$ cat src/rtl/seq_det_pkg.sv
// Shared types and default sizes for the serial pattern scan detector.
`timescale 1ns/100ps
package seq_det_pkg;

    typedef enum logic [1:0] {
        IDLE = 2'd0,
        SCAN = 2'd1,
        DONE = 2'd2
    } state_t;

    localparam int DEF_DATA_W = 8;
    localparam int DEF_PAT_W  = 4;
    localparam int DEF_CNT_W  = 4;
    localparam int DEF_IDX_W  = $clog2(DEF_DATA_W + 1);

    // Width needed to hold the values 0..w inclusive.
    function automatic int idx_width(input int w);
        return $clog2(w + 1);
    endfunction

endpackage

$ cat src/rtl/btn_rise_detect.sv
// Rising-edge detector for an already-debounced board input.
`timescale 1ns/100ps
module btn_rise_detect (
    input  logic clk,
    input  logic rst,
    input  logic in,
    output logic rise
);

    logic in_q;
    logic in_d;

    // Next value of the input history flop.
    always_comb begin
        in_d = in;
    end

    // Input history register, cleared on reset so a button held through reset fires once.
    always_ff @(posedge clk) begin
        if (rst) begin
            in_q <= 1'b0;
        end else begin
            in_q <= in_d;
        end
    end

    assign rise = in & ~in_q;

endmodule

$ cat src/rtl/pattern_scan_detector.sv
// Loads a word on a button edge, shifts it out MSB first and counts matches of a
// run-time pattern, overlapping or not.
`timescale 1ns/100ps
module pattern_scan_detector
    import seq_det_pkg::*;
#(
    parameter int DATA_W = DEF_DATA_W,
    parameter int PAT_W  = DEF_PAT_W,
    parameter int CNT_W  = DEF_CNT_W
) (
    input  logic              clk,
    input  logic              rst,
    input  logic              button,
    input  logic [DATA_W-1:0] switch,
    input  logic [PAT_W-1:0]  pattern,
    input  logic              overlap,
    output logic              busy,
    output logic              match_pulse,
    output logic              done,
    output logic [CNT_W-1:0]  match_cnt,
    output logic              led
);

    localparam int IDX_W  = idx_width(DATA_W);
    localparam int FILL_W = idx_width(PAT_W);
    localparam logic [IDX_W-1:0]  LAST_IDX = IDX_W'(DATA_W - 1);
    localparam logic [FILL_W-1:0] FULL     = FILL_W'(PAT_W);
    localparam logic [CNT_W-1:0]  CNT_MAX  = {CNT_W{1'b1}};

    if (PAT_W < 1 || PAT_W > DATA_W) begin : g_bad_params
        $error("pattern_scan_detector: PAT_W must be in 1..DATA_W");
    end

    state_t              state_q, state_d;
    logic [DATA_W-1:0]   data_q, data_d;
    logic [PAT_W-1:0]    pat_q, pat_d;
    logic                ovl_q, ovl_d;
    logic [PAT_W-1:0]    window_q, window_d;
    logic [FILL_W-1:0]   fill_q, fill_d;
    logic [IDX_W-1:0]    idx_q, idx_d;
    logic                busy_q, busy_d;
    logic                done_q, done_d;
    logic                pulse_q, pulse_d;
    logic [CNT_W-1:0]    cnt_q, cnt_d;
    logic                led_q, led_d;

    logic                btn_rise;
    logic                accept;
    logic [PAT_W-1:0]    win_shift;
    logic [FILL_W-1:0]   fill_inc;
    logic                hit;

    btn_rise_detect u_btn (
        .clk  (clk),
        .rst  (rst),
        .in   (button),
        .rise (btn_rise)
    );

    assign accept = btn_rise & (state_q == IDLE);

    // Next-state and datapath logic; the match test looks at the post-shift window.
    always_comb begin
        state_d   = state_q;
        data_d    = data_q;
        pat_d     = pat_q;
        ovl_d     = ovl_q;
        window_d  = window_q;
        fill_d    = fill_q;
        idx_d     = idx_q;
        busy_d    = busy_q;
        done_d    = 1'b0;
        pulse_d   = 1'b0;
        cnt_d     = cnt_q;
        led_d     = led_q;

        win_shift = PAT_W'({window_q, data_q[DATA_W-1]});
        fill_inc  = (fill_q == FULL) ? FULL : fill_q + FILL_W'(1);
        hit       = (fill_inc == FULL) && (win_shift == pat_q);

        case (state_q)
            IDLE: begin
                if (accept) begin
                    state_d  = SCAN;
                    data_d   = switch;
                    pat_d    = pattern;
                    ovl_d    = overlap;
                    window_d = '0;
                    fill_d   = '0;
                    idx_d    = '0;
                    cnt_d    = '0;
                    led_d    = 1'b0;
                    busy_d   = 1'b1;
                end else begin
                    busy_d   = 1'b0;
                end
            end
            SCAN: begin
                data_d   = data_q << 1'b1;
                window_d = win_shift;
                // Non-overlapping mode restarts the fill so the next hit needs fresh bits.
                fill_d   = (hit && !ovl_q) ? '0 : fill_inc;
                pulse_d  = hit;
                if (hit) begin
                    cnt_d = (cnt_q == CNT_MAX) ? CNT_MAX : cnt_q + CNT_W'(1);
                    led_d = 1'b1;
                end else begin
                    cnt_d = cnt_q;
                    led_d = led_q;
                end
                if (idx_q == LAST_IDX) begin
                    state_d = DONE;
                    busy_d  = 1'b0;
                    done_d  = 1'b1;
                end else begin
                    idx_d   = idx_q + IDX_W'(1);
                end
            end
            DONE: begin
                state_d = IDLE;
            end
            default: begin
                state_d = IDLE;
                busy_d  = 1'b0;
            end
        endcase
    end

    // State and output registers; reset clears everything including the held count.
    always_ff @(posedge clk) begin
        if (rst) begin
            state_q  <= IDLE;
            data_q   <= '0;
            pat_q    <= '0;
            ovl_q    <= 1'b0;
            window_q <= '0;
            fill_q   <= '0;
            idx_q    <= '0;
            busy_q   <= 1'b0;
            done_q   <= 1'b0;
            pulse_q  <= 1'b0;
            cnt_q    <= '0;
            led_q    <= 1'b0;
        end else begin
            state_q  <= state_d;
            data_q   <= data_d;
            pat_q    <= pat_d;
            ovl_q    <= ovl_d;
            window_q <= window_d;
            fill_q   <= fill_d;
            idx_q    <= idx_d;
            busy_q   <= busy_d;
            done_q   <= done_d;
            pulse_q  <= pulse_d;
            cnt_q    <= cnt_d;
            led_q    <= led_d;
        end
    end

    assign busy        = busy_q;
    assign done        = done_q;
    assign match_pulse = pulse_q;
    assign match_cnt   = cnt_q;
    assign led         = led_q;

endmodule

$ cat config.mk
export PLATFORM = sky130hd
export DESIGN_NAME = pattern_scan_detector
export DESIGN_NICKNAME = d
export VERILOG_FILES = /design/src/rtl/seq_det_pkg.sv /design/src/rtl/btn_rise_detect.sv /design/src/rtl/pattern_scan_detector.sv
export SDC_FILE = /design/constraint.sdc
export NUM_CORES = 1
export LEC_CHECK = 0
export CORE_MARGIN = 5
export CORE_UTILIZATION = 52
export CTS_BUF_LIST = sky130_fd_sc_hd__clkbuf_8 sky130_fd_sc_hd__clkbuf_16
export DETAILED_ROUTE_END_ITERATION = 8
export GPL_ROUTABILITY_DRIVEN = 1
export PLACE_DENSITY_LB_ADDON = 0.15
export SKIP_CTS_REPAIR_TIMING = 1
export SLEW_MARGIN = 20
export SYNTH_ARGS = -nofsm -noshare
export SYNTH_HDL_FRONTEND = slang
export SYNTH_HIERARCHICAL = 1
export SYNTH_SLANG_ARGS = --single-unit
$ cat constraint.sdc
create_clock -name clk -period 2.4 [get_ports clk]
set_input_delay 0.48 -clock clk [delete_from_list [all_inputs] [get_ports clk]]
set_output_delay 0.48 -clock clk [all_outputs]
set_load 0.02 [all_outputs]
Word-level counts from Yosys, hierarchy flattened
Index checks and enable logic that the tools add are counted.

word-level totals
  bits in registers = 34
  word-level logic and storage cells = 67

cells by class
  $add $sub $neg = 3
  equality and inequality tests = 11
  multiplexer cells = 23
  bitwise operators = 5
  reduce and logical (&&, ||, !) cells = 12

operators with widths
  kind                                                             count
  4-bit two-way mux                                                4
  4-bit one-hot mux with 2 select lines                            2
  8-bit one-hot mux with 2 select lines                            1
  3-bit one-hot mux with 2 select lines                            2
  3-bit two-way mux                                                3
  4-bit by 1-bit adder with 4-bit output, second input constant    2
  8-bit two-way mux                                                1
  2-bit != test, second input constant                             4
  2-bit AND reduction                                              4
  3-bit == test, second input constant                             2
  3-bit AND reduction                                              2
  1-bit two-way mux                                                5
  4-bit by 3-bit == test with 1-bit output, second input constant  1
  4-bit == test                                                    1
  4-bit == test, second input constant                             1
  2-bit two-way mux                                                2
  2-bit one-hot mux with 2 select lines                            1
  3-bit by 1-bit adder with 3-bit output, second input constant    1
  1-bit inverter                                                   3
  1-bit one-hot mux with 3 select lines                            1
  1-bit bitwise AND                                                2
  2-bit by 1-bit == test with 1-bit output, second input constant  1
  2-bit == test, second input constant                             1
  1-bit logical AND                                                2
  other kinds (5)                                                  5

Longest topological paths before layout
Gate-level depths: netlist of the first run.

  word-level depth = 7
  gate-level depth with buffers = 6
  depth with buffers taken out = 6

Hierarchy
The synthesis of the first run kept the hierarchy.

by module, submodules not included
  module                 instances  cells an instance  area an instance (µm²)  seq. area each (µm²)
  pattern_scan_detector  1          172                1498.9                  660.6
  btn_rise_detect        1          3                  47.5                    20.0

Worst setup path after synthesis of the first run
No wires, ideal clock.

  path type = reg-to-reg
  start point = reg fill_q[0]
  end point = reg cnt_q[0] (netlist: match_cnt[0])
  arrival = 1517 ps
  data required time = 2259 ps
  path slack = 742 ps
  cell stages (with the launch flop) = 6
  path buffers = 0
  clock period less this slack = 1658 ps
  cell sequence = dfxtp_1 -> inv_1 -> ha_1 -> nor4_4 -> and3_1 -> a311oi_1

between the ends
  word-level cells in the longest chain between the ends = 6
  elaborated cells on any way between the ends = 7
  those cells by class = add/sub: 1; eq/ne: 3; mux: 1; reduce/logical: 2

RTL lines
  element                                                                  RTL line                      source
  start, declared                                                          pattern_scan_detector.sv:39   logic [FILL_W-1:0] fill_q, fill_d;
  start signal, assigned                                                   pattern_scan_detector.sv:150  fill_q <= fill_d;
  3-bit by 1-bit adder with 3-bit output or 3-bit == test (tied branches)  pattern_scan_detector.sv:78   fill_inc = (fill_q == FULL) ? FULL : fill_q + FILL_W'(1);
  3-bit two-way mux (*)                                                    pattern_scan_detector.sv:78
  3-bit == test (*)                                                        pattern_scan_detector.sv:79   hit = (fill_inc == FULL) && (win_shift == pat_q);
  1-bit logical AND (*)                                                    pattern_scan_detector.sv:79
  2-bit != test (no source line) (*)                                       -
  3-bit AND reduction (no source line) (*)                                 -
  end signal, assigned                                                     pattern_scan_detector.sv:155  cnt_q <= cnt_d;
  end, declared                                                            pattern_scan_detector.sv:44   logic [CNT_W-1:0] cnt_q, cnt_d;

Every way passes the cells marked *; elsewhere a longest branch is shown, timed or not.
A chain may end at the register's enable or synchronous reset.

Worst setup path in the final report of the first run
  start point = reg fill_q[0]
  end point = reg cnt_q[1] (netlist: match_cnt[1])

Same word-level chain as after synthesis.

==> results of run 1 <==
==> synth_stat cells, drive strengths merged (3+ instances only) <==
library cell and count:
xnor2 3, clkbuf 5, a22oi 6, a311oi 10, a211oi 5, dfxtp 34
buf 5, nand2b 4, nand2 28, nor2 24, ha 4, a21oi 10
nor2b 5, nand3 3, inv 6, xor2 4
==> critical path, stage by stage (launching register included) <==
cell      delay, ns
dfxtp_1        0.42
inv_1          0.06
ha_1           0.34
nor4_4         0.54
and3_1         0.32
a311oi_1       0.11
==> final cells by class <==
cell class              instances  share of cell area, %
clock buffers                   6                  4.336
clock inverters                 1                  1.577
inverters                       6                  1.183
multi-input cells             125                  41.85
flip-flops and latches         34                  35.74
well taps                      31                  2.037
repair buffers                 26                  13.27
==> routing by layer <==
layer	part of all wire [%]	GRT usage, %	vias to the layer above	wire length [microns]
met1	48	22.15	603	1503
met2	44	24.87	42	1403
met3	6.5	5.354	5	204
met5	0	0	-	0
li1	-	-	656	-
met4	1.5	6.332	0	48
==> power breakdown <==
part	internal [mW]	switching, mW	total, mW
clock network	0.332	0.198	0.530
logic	0.0732	0.0883	0.162
registers	0.590	0.0194	0.610
==> kinds of logic after synthesis <==
group	synth area share (%)
simple gates	22.90
compound gates	20.71
flops	44.01
buf+inv	4.450
xor+xnor	3.964
fa+ha+maj	3.236
mux	0.7281
==> state kept, by name, indices dropped and copies added (netlist names) <==
| register | flops |
|---|---|
| window_q | 3 |
| ovl_q | 1 |
| pat_q | 4 |
| done | 1 |
| fill_q | 3 |
| led | 1 |
| match_cnt | 4 |
| match_pulse | 1 |
| idx_q | 4 |
| data_q | 8 |
| state_q | 2 |
| busy | 1 |
| u_btn/in_q | 1 |
==> stage by stage <==
step	utilization, %	cells	setup slack (ns)
2_1_floorplan	-	175	0.7417
3_3_place_gp	63.87	222	0.5269
3_5_place_dp	63.87	222	0.4539
4_1_cts	67.89	229	0.4900
5_1_grt	67.89	229	0.3730
6_report	67.89	229	0.4795
==> worst min-delay path by stage <==
stage                             from                  to  slack (ns)  cells past startpoint
floorplan           ovl_q$_SDFFE_PP0P_  ovl_q$_SDFFE_PP0P_        0.44                      2
global placement      led$_SDFFE_PP0P_    led$_SDFFE_PP0P_        0.44                      2
detailed placement  ovl_q$_SDFFE_PP0P_  ovl_q$_SDFFE_PP0P_        0.45                      2
CTS                 ovl_q$_SDFFE_PP0P_  ovl_q$_SDFFE_PP0P_        0.46                      2
global route        ovl_q$_SDFFE_PP0P_  ovl_q$_SDFFE_PP0P_        0.49                      2
finish              ovl_q$_SDFFE_PP0P_  ovl_q$_SDFFE_PP0P_        0.46                      2
==> metrics, run 1 <==
Worst VDD drop 0.3909 mV; asr flop ratio synth 0%; reg2reg setup slack between 0.4 and 0.5 ns; drt wl/cell 13.79 microns; worst flop-to-flop path startpoint fill_q[0]$_SDFFE_PP0P_; initial antenna violation count 0; clk slew on worst S/H paths 0.07 ns; Core Area 0.002805 sq mm; Residual DRC 0; Max Slew Vio Count 0; H-tree depth 2; width of the die about 65 microns; detailed placer's ending HPWL 2204 microns; max-cap violation count 0; ant diodes 0; WP data required 2.56 ns; Port Buffers 23; global-route wire length before repair 5395 microns; Post-synth EDFFs 0; placed cell area 0.001792 sq mm; vias per cell 5.703; reg2reg path depth 5; largest net degree at the start of global routing 31; synthesized cell area 0.001546 sq mm; layout cells sized above 1 8.081%; worst slew pin tran just over 0.5 ns; GR Util All Layers 16.56%; die height 64.54 microns; ANT nets after route 0; reg2reg end match_cnt[1]$_SDFFE_PP0P_; Num CTS Buffers 5; Layout area overhead 23.14%; Iter 0 DRT Violations 56; final hold violations 0; critical path class reg2reg; top-area cell type share of the netlist area 44.01%; minimum clock period approximately 1.9 ns; vias in the first global route 1206; power after layout 1.301 mW; clk_skew around 0.005 ns; final instance area 0.001904 sq mm; critical path arrival 2.08 ns; part of the cycle the worst path needs 80.02%; crit path launch fill_q[0]$_SDFFE_PP0P_; clock sinks 34; critical path capture point type register; Synth Area per Inst 8.837 sq um; final wirelength ~3200 microns; first drt pass iteration count 4; cell area power density 683.0 mW/mm^2; Hold Path Class reg2reg; Die ar. 0.004165 sq mm; Initial Utilization 55.13%; DR vias 1306; GPL Wtd Cong just under 0.8; most common cell after layout, fill and taps aside dfxtp_1; Slew headroom 65.09%; type of origin of the critical path register; Top FF cell, synth dfxtp_1; post-synthesis register bit count 34; nets@finish 218; area occupied by multi-input gates roughly 800 sq um; area leader, netlist dfxtp_1; FP Rows 19; TritonCTS clock tree done; Seq. cell area between 600 and 700 sq um; Setup crit end match_cnt[1]$_SDFFE_PP0P_; Root Driver clkbuf_8; I/O Pins 24; Sum Neg Setup Slack 0 ns; CTS max path bufs 2; fillers 239; outcome finished, final reports clean; Seq/Total Area, Yosys 44.01%; final setup vio count 0; largest fanout on the critical path 8; FMAX about 0.52 GHz; Cell variety after synth 32; worst skew pair latency ~0.28 ns; worst hold slack 0.4579 ns; Synth area leaders dfxtp_1 44%, nand2_1 6.8%, nor2_1 5.8%; Syn Nets 195; Pleak 0.7442 nW; RSZ-0062 raised after global routing false; YS warnings 6; Syn Inst Count 175; grt total ovfl 0; most frequent cells in the layout 34 x dfxtp_1, 28 x nand2_1, 24 x nor2_1
No activity file was read; power rests on OpenSTA's default activity.
==> run 2, diff against run 1 <==
==> constraint.sdc (replaced) <==
create_clock -name clk -period 1.95 [get_ports clk]
set_input_delay 0.39 -clock clk [delete_from_list [all_inputs] [get_ports clk]]
set_output_delay 0.39 -clock clk [all_outputs]
set_load 0.02 [all_outputs]
==> run 2 against run 1 <==
Via count grew 1.4%. Final area grew 2.8%. Global-route usage grew 0.30 points. Largest power group is now the clock network.
==> metrics, run 2 (synthesis gave the netlist of run 1 again) <==
max-cap violation count 0; layout cells sized above 1 under 10%; Setup WS post-layout 0.1382 ns; Top Layer Used met4; I/O Pins 24; CP max-delay cell a311oi_4; met1 WL 1564 microns; P_int 1.371 mW; switch share 22.34%; largest fanout on the critical path 8; Comb pwr share 12.0%; Non-Filler Instances 233; drt wl/cell 14.22 microns; RSZ-0062 raised after global routing false; final setup vio count 0; WP data required 2.11 ns; width of the die 64.54 microns; nets@finish approximately 220; FMAX between 0.5 and 0.6 GHz; initial antenna violation count 0; type of origin of the critical path register; worst slew pin tran around 0.46 ns; crit path buf inv count 0; GR Util All Layers 16.87%; die height between 60 and 70 microns; outcome finished, final reports clean; Worst VDD drop 0.5224 mV; max reg flops 8; Hold Path Class reg2reg; worst stage delay on the critical path ~0.46 ns; DR vias ~1300; final wirelength 3313 microns; fillers 223; Inst Count DP ~230; minimum clock period ~1.8 ns; grt total ovfl 0; Slew headroom 69.64%; first drt pass iteration count 4; largest net degree at the start of global routing 22; Top reg by flops data_q; Layout area overhead 26.54%; CTS max path bufs 2; cell area power density 902.0 mW/mm^2; clk slew on worst S/H paths 0.07 ns; Sum Neg Setup Slack 0 ns; Root Driver clkbuf_8; FP Rows 19; critical path arrival 1.97 ns; delay-heaviest family, CP compound AO/OA/AOI/OAI gates; Core Area 0.002805 sq mm; Max Slew Vio Count 0; vias per cell 5.682; clk_skew 0.006101 ns; Seq pwr share 42.6%; Iter 0 DRT Violations 83; Initial Utilization 55.13%; crit-path cells ha_1, nand2b_1, a311oi_4, and3_1, a311oi_1; power after layout around 1.8 mW; Num CTS Buffers 5; part of the cycle the worst path needs 92.91%; critical path class reg2reg; Die ar. 0.004165 sq mm; Pleak 0.7725 nW; clock sinks 34; wire length on met2 1582 microns; critical path capture point type register; ant diodes 0; H-tree depth 2; ANT nets after route 0; Clk pwr share 45.4%; Routed met3 length 155 microns; Setup WS pre-CTS 0.1041 ns; detailed placer's ending HPWL 2304 microns; final hold violations 0; global-route wire length before repair 5513 microns; worst skew pair latency 0.28 ns; NetSw a little under 400 uW; Residual DRC 0; TritonCTS clock tree done; Port Buffers 23; most common cell after layout, fill and taps aside dfxtp_1; GPL Wtd Cong 0.8350; vias in the first global route 1193; most frequent cells in the layout 34 x dfxtp_1, 28 x nand2_1, 24 x nor2_1
run 2: cell count changes in the layout (fill, tap and decap cells not counted), sizes merged:
| cell | delta |
|---|---|
| buf | +3 |
| bufinv | +1 |
run 2: worst reg2reg max path, cell delays in order (launching register included):
cell	delay, ns
dfxtp_1	0.36
ha_1	0.26
nand2b_1	0.19
a311oi_4	0.46
and3_1	0.31
a311oi_1	0.11
run 2: area by class of cell:
type / count / area (sq um) / share of cell area [%]
Clock buffer: 6 / 82.58 / 4.220
Clock inverter: 2 / 60.06 / 3.069
Inverter: 6 / 22.52 / 1.151
Multi-Input combinational cell: 125 / 797.0 / 40.73
Sequential cell: 34 / 680.7 / 34.78
Tap cell: 31 / 38.79 / 1.982
Timing Repair Buffer: 29 / 275.3 / 14.07
run 2: metal layers:
metal  up-vias  track usage (%)
li1        665                -
met1       620            22.48
met2        37            25.13
met3         2            6.563
met4         0            5.277
met5         -                0
run 2: final timing paths:
| path | start | to | slack, ns | depth (start not counted) |
|---|---|---|---|---|
| worst max register to register | fill_q[0]$_SDFFE_PP0P_ | match_cnt[1]$_SDFFE_PP0P_ | 0.14 | 5 |
| worst min register to register | led$_SDFFE_PP0P_ | led$_SDFFE_PP0P_ | 0.47 | 2 |
| worst min-delay path | led$_SDFFE_PP0P_ | led$_SDFFE_PP0P_ | 0.47 | 2 |
| worst max-delay path | fill_q[0]$_SDFFE_PP0P_ | match_cnt[1]$_SDFFE_PP0P_ | 0.14 | 5 |
run 2: power groups by stage:
stage | combinational, mW | sequential, mW | clock [mW]
floorplan | 0.138 | 0.760 | 0
finish | 0.212 | 0.751 | 0.802
detailed placement | 0.211 | 0.767 | 0
CTS | 0.213 | 0.751 | 0.808
global placement | 0.204 | 0.765 | 0
global route | 0.236 | 0.755 | 0.858
run 2: through the flow:
stage	hold slack (ns)	instance area [sq um]	utilization (%)
floorplan	0.4363	1546	-
global placement	0.4432	1814	64.67
detailed placement	0.4602	1814	64.67
CTS	0.4694	1957	69.76
global route	0.4982	1957	69.76
finish	0.4704	1957	69.76
